`src/rtl/crt_row_fetch.sv`:
```
// rtl/crt_row_fetch.sv - character-row DMA fetcher with ping-pong line banks
//
// Fetches one character row ahead of the display over a drq/dack handshake
// into fetch bank F while the pixel pipeline reads display bank D = ~F.
// Supports bursts with programmable idle gaps, transparent field attributes
// (the char following an attribute goes to a per-bank FIFO), and sticky
// underrun / FIFO-overflow status.
//
// Ports:
//   clk, reset      system clock, synchronous active-high reset
//   enable          DMA enable; low forces drq low and freezes the FSM
//   cfg_cols        columns per row minus one
//   cfg_burst       chars per burst = 2^cfg_burst
//   cfg_gap         gap code g; idle clocks between bursts = 8g-1 (0 if g=0)
//   cfg_fill        1 = normal attribute fill, 0 = transparent attributes
//   frame_start     restart screen fetch
//   row_start       swap banks, begin next row fetch
//   drq / dack      DMA request (registered) / acknowledge
//   ichar           DMA data
//   rd_pos/rd_char  display read column / registered display-bank char
//   attr_pop        pop display-bank attribute FIFO
//   attr_char       registered popped FIFO char
//   underrun        sticky: row swapped before fetch complete
//   fifo_ovf        sticky: FIFO write while full
//   scr_stop        end-of-screen code seen this frame
//   clr_status      clears underrun and fifo_ovf

module crt_row_fetch #(
    parameter int COLS_MAX   = 80,
    parameter int COL_W      = 7,
    parameter int FIFO_DEPTH = 16
) (
    input  logic             clk,
    input  logic             reset,
    input  logic             enable,
    input  logic [COL_W-1:0] cfg_cols,
    input  logic [1:0]       cfg_burst,
    input  logic [2:0]       cfg_gap,
    input  logic             cfg_fill,
    input  logic             frame_start,
    input  logic             row_start,
    output logic             drq,
    input  logic             dack,
    input  logic [7:0]       ichar,
    input  logic [COL_W-1:0] rd_pos,
    output logic [7:0]       rd_char,
    input  logic             attr_pop,
    output logic [6:0]       attr_char,
    output logic             underrun,
    output logic             fifo_ovf,
    output logic             scr_stop,
    input  logic             clr_status
);

    localparam int FIFO_AW = $clog2(FIFO_DEPTH);
    localparam logic [FIFO_AW:0] FIFO_FULL_CNT = FIFO_DEPTH[FIFO_AW:0];

    typedef enum logic [1:0] {
        S_IDLE,
        S_REQ,
        S_GAP,
        S_DONE
    } state_t;

    state_t state, state_next;

    logic                 f_bank;
    logic                 d_bank;
    logic [COL_W:0]       len [2];
    logic [7:0]           bank_mem [2][COLS_MAX];
    logic [6:0]           fifo_mem [2][FIFO_DEPTH];
    logic [FIFO_AW-1:0]   fifo_wptr [2];
    logic [FIFO_AW-1:0]   fifo_rptr [2];
    logic [FIFO_AW:0]     fifo_cnt [2];
    logic                 prev_attr;

    logic [3:0]           burst_cnt, burst_cnt_next;
    logic [5:0]           gap_cnt, gap_cnt_next;
    logic                 drq_next;

    logic                 xfer;
    logic                 is_stop;
    logic                 to_fifo;
    logic                 store;
    logic                 fifo_full;
    logic                 ovf_set;
    logic                 pop_hit;
    logic                 row_full;
    logic [COL_W:0]       len_f;
    logic [COL_W:0]       len_inc;
    logic [COL_W:0]       row_len;
    logic [3:0]           burst_load;
    logic [5:0]           gap_load;

    always_comb begin
        d_bank     = ~f_bank;
        len_f      = len[f_bank];
        len_inc    = len_f + (COL_W+1)'(1);
        row_len    = {1'b0, cfg_cols} + (COL_W+1)'(1);
        row_full   = (len_inc == row_len);
        burst_load = 4'd1 << cfg_burst;
        gap_load   = {cfg_gap, 3'b000} - 6'd1;
        // Transfers colliding with a frame/row restart are dropped.
        xfer       = drq & dack & (state == S_REQ) & ~frame_start & ~row_start;
        is_stop    = (ichar[7:4] == 4'hF) & ichar[0];
        // Stop codes are always stored, even straight after an attribute.
        to_fifo    = ~is_stop & ~cfg_fill & prev_attr;
        store      = xfer & ~to_fifo;
        fifo_full  = (fifo_cnt[f_bank] == FIFO_FULL_CNT);
        ovf_set    = xfer & to_fifo & fifo_full;
        pop_hit    = attr_pop & (fifo_cnt[d_bank] != '0);
    end

    always_comb begin
        state_next     = state;
        burst_cnt_next = burst_cnt;
        gap_cnt_next   = gap_cnt;
        if (frame_start) begin
            state_next     = S_REQ;
            burst_cnt_next = burst_load;
        end else if (row_start) begin
            state_next     = scr_stop ? S_DONE : S_REQ;
            burst_cnt_next = burst_load;
        end else begin
            case (state)
                S_REQ: begin
                    if (xfer) begin
                        if (store && (is_stop || row_full)) begin
                            state_next = S_DONE;
                        end else if (burst_cnt == 4'd1) begin
                            if (cfg_gap != 3'd0) begin
                                state_next   = S_GAP;
                                gap_cnt_next = gap_load;
                            end else begin
                                burst_cnt_next = burst_load;
                            end
                        end else begin
                            burst_cnt_next = burst_cnt - 4'd1;
                        end
                    end
                end
                S_GAP: begin
                    // The gap counter freezes while the DMA is disabled.
                    if (enable) begin
                        if (gap_cnt <= 6'd1) begin
                            state_next     = S_REQ;
                            burst_cnt_next = burst_load;
                        end else begin
                            gap_cnt_next = gap_cnt - 6'd1;
                        end
                    end
                end
                default: begin
                    state_next = state;
                end
            endcase
        end
        drq_next = enable & (state_next == S_REQ);
    end

    always_ff @(posedge clk) begin
        if (reset) begin
            state     <= S_IDLE;
            burst_cnt <= 4'd0;
            gap_cnt   <= 6'd0;
            drq       <= 1'b0;
        end else begin
            state     <= state_next;
            burst_cnt <= burst_cnt_next;
            gap_cnt   <= gap_cnt_next;
            drq       <= drq_next;
        end
    end

    always_ff @(posedge clk) begin
        if (reset) begin
            f_bank       <= 1'b0;
            prev_attr    <= 1'b0;
            rd_char      <= 8'h00;
            attr_char    <= 7'h00;
            underrun     <= 1'b0;
            fifo_ovf     <= 1'b0;
            scr_stop     <= 1'b0;
            len[0]       <= '0;
            len[1]       <= '0;
            fifo_wptr[0] <= '0;
            fifo_wptr[1] <= '0;
            fifo_rptr[0] <= '0;
            fifo_rptr[1] <= '0;
            fifo_cnt[0]  <= '0;
            fifo_cnt[1]  <= '0;
        end else begin
            rd_char <= ({1'b0, rd_pos} < len[d_bank]) ? bank_mem[d_bank][rd_pos] : 8'h00;
            if (attr_pop) begin
                attr_char <= pop_hit ? fifo_mem[d_bank][fifo_rptr[d_bank]] : 7'h00;
            end
            underrun <= (row_start & ~frame_start & (state != S_DONE) & ~scr_stop)
                      | (underrun & ~clr_status);
            fifo_ovf <= ovf_set | (fifo_ovf & ~clr_status);

            if (frame_start) begin
                f_bank       <= 1'b0;
                prev_attr    <= 1'b0;
                scr_stop     <= 1'b0;
                len[0]       <= '0;
                len[1]       <= '0;
                fifo_wptr[0] <= '0;
                fifo_wptr[1] <= '0;
                fifo_rptr[0] <= '0;
                fifo_rptr[1] <= '0;
                fifo_cnt[0]  <= '0;
                fifo_cnt[1]  <= '0;
            end else if (row_start) begin
                // Old display bank becomes the new fetch bank and is emptied;
                // the freshly fetched bank is rewound for display.
                f_bank            <= d_bank;
                prev_attr         <= 1'b0;
                len[d_bank]       <= '0;
                fifo_wptr[d_bank] <= '0;
                fifo_rptr[d_bank] <= '0;
                fifo_cnt[d_bank]  <= '0;
                fifo_rptr[f_bank] <= '0;
            end else begin
                if (pop_hit) begin
                    fifo_rptr[d_bank] <= fifo_rptr[d_bank] + FIFO_AW'(1);
                    fifo_cnt[d_bank]  <= fifo_cnt[d_bank] - (FIFO_AW+1)'(1);
                end
                if (xfer) begin
                    prev_attr <= ~to_fifo & (ichar[7:6] == 2'b10);
                    if (store) begin
                        len[f_bank] <= len_inc;
                        if (is_stop && ichar[1]) begin
                            scr_stop <= 1'b1;
                        end
                    end else if (!fifo_full) begin
                        fifo_wptr[f_bank] <= fifo_wptr[f_bank] + FIFO_AW'(1);
                        fifo_cnt[f_bank]  <= fifo_cnt[f_bank] + (FIFO_AW+1)'(1);
                    end
                end
            end
        end
    end

    // Line and FIFO storage carry no reset so they map onto plain RAM.
    always_ff @(posedge clk) begin
        if (!reset && store) begin
            bank_mem[f_bank][len_f[COL_W-1:0]] <= ichar;
        end
        if (!reset && xfer && to_fifo && !fifo_full) begin
            fifo_mem[f_bank][fifo_wptr[f_bank]] <= ichar[6:0];
        end
    end

endmodule

```
`config.mk`:
```
export PLATFORM = sky130hd
export DESIGN_NAME = crt_row_fetch
export DESIGN_NICKNAME = d
export VERILOG_FILES = /design/src/rtl/crt_row_fetch.sv
export SDC_FILE = /design/constraint.sdc
export NUM_CORES = 2
export LEC_CHECK = 0
export CORE_ASPECT_RATIO = 0.7
export CORE_MARGIN = 5
export CORE_UTILIZATION = 60
export CTS_CLUSTER_DIAMETER = 150
export DETAILED_ROUTE_END_ITERATION = 12
export GPL_ROUTABILITY_DRIVEN = 0
export PLACE_DENSITY_LB_ADDON = 0.15
export SLEW_MARGIN = 15
export SYNTH_ARGS = -nofsm -noshare
export SYNTH_HDL_FRONTEND = slang
export SYNTH_SLANG_ARGS = --single-unit
```
`constraint.sdc`:
```
create_clock -name clk -period 7.7 [get_ports clk]
set_input_delay 0.77 -clock clk [delete_from_list [all_inputs] [get_ports clk]]
set_output_delay 0.77 -clock clk [all_outputs]
set_load 0.1 [all_outputs]
```
==> summary.md <==
| Metric | Value |
|---|---|
| Status | `complete, no violations` |
| Unrepaired setup endpoints after global routing | `false` |
| Clock Tree Buf Depth | `3` |
| Vias in the first global route | `31825` |
| CP Class | `reg2reg` |
| Setup bufs post-CTS | `0` |
| Post-synthesis register bit count | `1580` |
| Vias | `31742` |
| Cts hold-fix bufs | `0` |
| First DRT Iteration DRCs | `3963` |
| Share of layout cells above drive strength 1 | `20.2%` |
| Post-route setup TNS | `0 ns` |
| CP Data Required Time | `8.33 ns` |
| Ports | `55` |
| Finished Layout Cells | `4808` |
| Syn nets | `3268` |
| Pwr/cell area | `249 nW/um^2` |
| Remaining antenna violation count after routing | `0` |
| Netlist cell types | `69` |
| Warnings, synthesis | `0` |
| Core Rows | `99` |
| First-pass GRT wire length | `220000 um` |
| Placed cell area | `65200 um^2` |
| Placed wire-length estimate | `89700 um` |
| H-tree levels | `4` |
| Syn Std Cell Area | `63200 um^2` |
| Worst Setup End Kind | `flop` |
| DR DRC count | `0` |
| Post-Syn Instances | `3204` |
| Synth Area per Inst | `19.7 um^2` |
| Die width | `398 um` |
| Vias per inst | `6.60` |
| Final Cell Area | `69800 um^2` |
| Area grow syn2layout | `10.4%` |
| Final min period | `4.48 ns` |
| Fin. Hold Viols | `0` |
| Setup violators final | `0` |
| Initial antenna violation count | `4` |
| Maxcap violations | `0` |
| Worst-Skew Late Latency | `0.78 ns` |
| Nets | `3340` |
| DR top layer | `met5` |
| Clock skew | `0.0277 ns` |
| Post-CTS Resized | `0` |
| Number of flops mapped to enable cells by yosys | `1538` |
| Largest net degree at the start of global routing | `157` |
| Type of origin of the critical path | `flop` |
| Leak | `21.3 nW` |
| Gr usage total | `27.2%` |
| Placed cell count | `4545` |
| CP Max Fanout | `53` |
| Worst slew pin tran | `1.17 ns` |
| Max Slew Vio Count | `0` |
| Die area | `112000 um^2` |
| Hold WC Path Type | `in2reg` |
| Core Area | `104000 um^2` |
| Die Y | `282 um` |
| Fin crit share | `58.1%` |
| Met2 Wirelength | `65700 um` |
| Clock-pin slew on the worst setup and hold paths | `0.06 ns` |
| Setup ws final | `3.22 ns` |
| Total power | `17.4 mW` |
| CTS Root Cell | `clkbuf_16` |
| Global route overflow | `0` |
| Routed wire length | `149000 um` |
| Core Util, Final | `66.9%` |
| Worst hold slack | `0.328 ns` |
| Met3 WL post-DR | `20100 um` |
| Prevailing post-synth register cell | `edfxtp_1` |
| Initial Utilization | `60.5%` |
| Slew headroom | `22.0%` |
| Pre-CTS setup slack | `2.66 ns` |
| Post-DR wirelength/cell | `30.9 um` |
| Initial DRT Pass Iterations | `5` |
| Buffers on Ports | `54` |
| Crit path DAT | `5.11 ns` |
| Asr flop ratio synth | `0%` |
| TritonCTS clock tree | `built` |
| Seq/Total Area, Yosys | `74.4%` |
| TritonCTS Buffers | `142` |
| Maximum vdd drop | `201 uV` |
| Clock sink total | `1580` |
| M1 WL | `60100 um` |
| Fmax | `0.223 GHz` |
-- cell usage after synthesis, types with 9 or more instances --
| master | number | share of area (%) |
|---|---|---|
| buf_4 | 9 | 0.11 |
| nand2b_1 | 13 | 0.13 |
| nand2_1 | 112 | 0.67 |
| xnor2_1 | 15 | 0.21 |
| a21oi_1 | 37 | 0.29 |
| a211oi_1 | 76 | 0.90 |
| mux4_2 | 391 | 14 |
| clkbuf_1 | 77 | 0.46 |
| buf_2 | 56 | 0.44 |
| mux2i_1 | 142 | 2.2 |
| ha_1 | 28 | 0.55 |
| inv_1 | 28 | 0.17 |
| a311oi_1 | 14 | 0.19 |
| o21ai_0 | 41 | 0.32 |
| edfxtp_1 | 1538 | 73 |
| buf_1 | 28 | 0.17 |
| and3_1 | 9 | 0.089 |
| nor2b_1 | 39 | 0.39 |
| o31ai_1 | 11 | 0.13 |
| dfxtp_1 | 42 | 1.3 |
| xor2_1 | 14 | 0.19 |
| nor2_1 | 285 | 1.7 |
| o22ai_1 | 18 | 0.18 |
| nand3_1 | 31 | 0.25 |
| nor3_1 | 44 | 0.35 |
-- path summary, 6_finish.rpt --
path	from	to	slack [ns]	cells past startpoint
max	f_bank$_SDFFE_PP0P_	attr_char[1]$_SDFFE_PP0P_	3.22	8
min	ichar[5]	bank_mem[1][381]$_DFFE_PP_	0.33	1
max reg2reg	f_bank$_SDFFE_PP0P_	attr_char[1]$_SDFFE_PP0P_	3.22	8
min reg2reg	attr_char[2]$_SDFFE_PP0P_	attr_char[2]$_SDFFE_PP0P_	0.48	2
-- power by group --
part / internal, mW / switching [mW] / total (mW)
logic: 0.327 / 0.593 / 0.920
clock network: 3.91 / 3.10 / 7.00
registers: 9.44 / 0.0285 / 9.47
-- flip-flops by register name, summed over array words and instances (netlist names), named ones only --
signal and flops:
bank_mem 1280, fifo_mem 224, len 16, fifo_cnt 10
fifo_rptr 8, fifo_wptr 8, rd_char 8, attr_char 7
gap_cnt 6, burst_cnt 4, state 2, drq 1
f_bank 1, fifo_ovf 1, prev_attr 1, scr_stop 1
underrun 1
-- kinds of logic after synthesis --
logic type,share of synthesized area (%)
compound gates,2.70
xor+xnor,0.428
fa+ha+maj,0.554
buf+inv,1.46
flops,74.4
mux,16.4
simple gates,4.10
-- per-layer routing --
layer | up-vias | track usage [%]
li1 | 13254 | -
met1 | 16420 | 41.4
met2 | 1879 | 38.4
met3 | 183 | 9.85
met4 | 6 | 6.42
met5 | - | 0
-- final cells by class --
cell class	instances	area, um^2
inverter	30	113
clock inverter	89	825
sequential	1580	47000
tap	1414	1770
clock buffer	172	3760
timing repair buffer	104	1030
multi-input combinational	1418	15300
fill	6572	34600
antenna	1	2.50
-- cells in the final DEF, fill, tap and decap left out, drive strengths merged, types with 6 or more instances in the layout --
cell | synthesis | routed
nor2 | 286 | 286
o31ai | 11 | 11
mux2 | 8 | 8
a211oi | 77 | 77
and3 | 9 | 9
clkinvlp | 0 | 6
xor2 | 15 | 15
o221ai | 7 | 7
or3 | 8 | 8
a21oi | 39 | 39
nor3 | 45 | 45
a311oi | 15 | 15
clkbuf | 77 | 172
nand3 | 31 | 31
o22ai | 18 | 18
bufinv | 0 | 12
nand4 | 6 | 6
o21ai | 41 | 41
clkdlybuf4s50 | 0 | 42
mux2i | 143 | 143
nand2b | 13 | 13
xnor2 | 15 | 15
ha | 28 | 28
nand2 | 112 | 112
edfxtp | 1538 | 1538
clkinv | 2 | 67
buf | 99 | 62
dfxtp | 42 | 42
nor2b | 39 | 39
inv | 28 | 34
mux4 | 391 | 391
-- critical path, stage by stage, from the launching register on --
cell and delay (ns):
dfxtp_4 0.89, mux2i_4 0.79, clkinv_1 1.05, mux4_2 0.55, and2_1 0.24, a311oi_1 0.29, a211oi_1 0.08, o21ai_0 0.31
a21oi_1 0.12
Power figures use the tool's default switching activity.
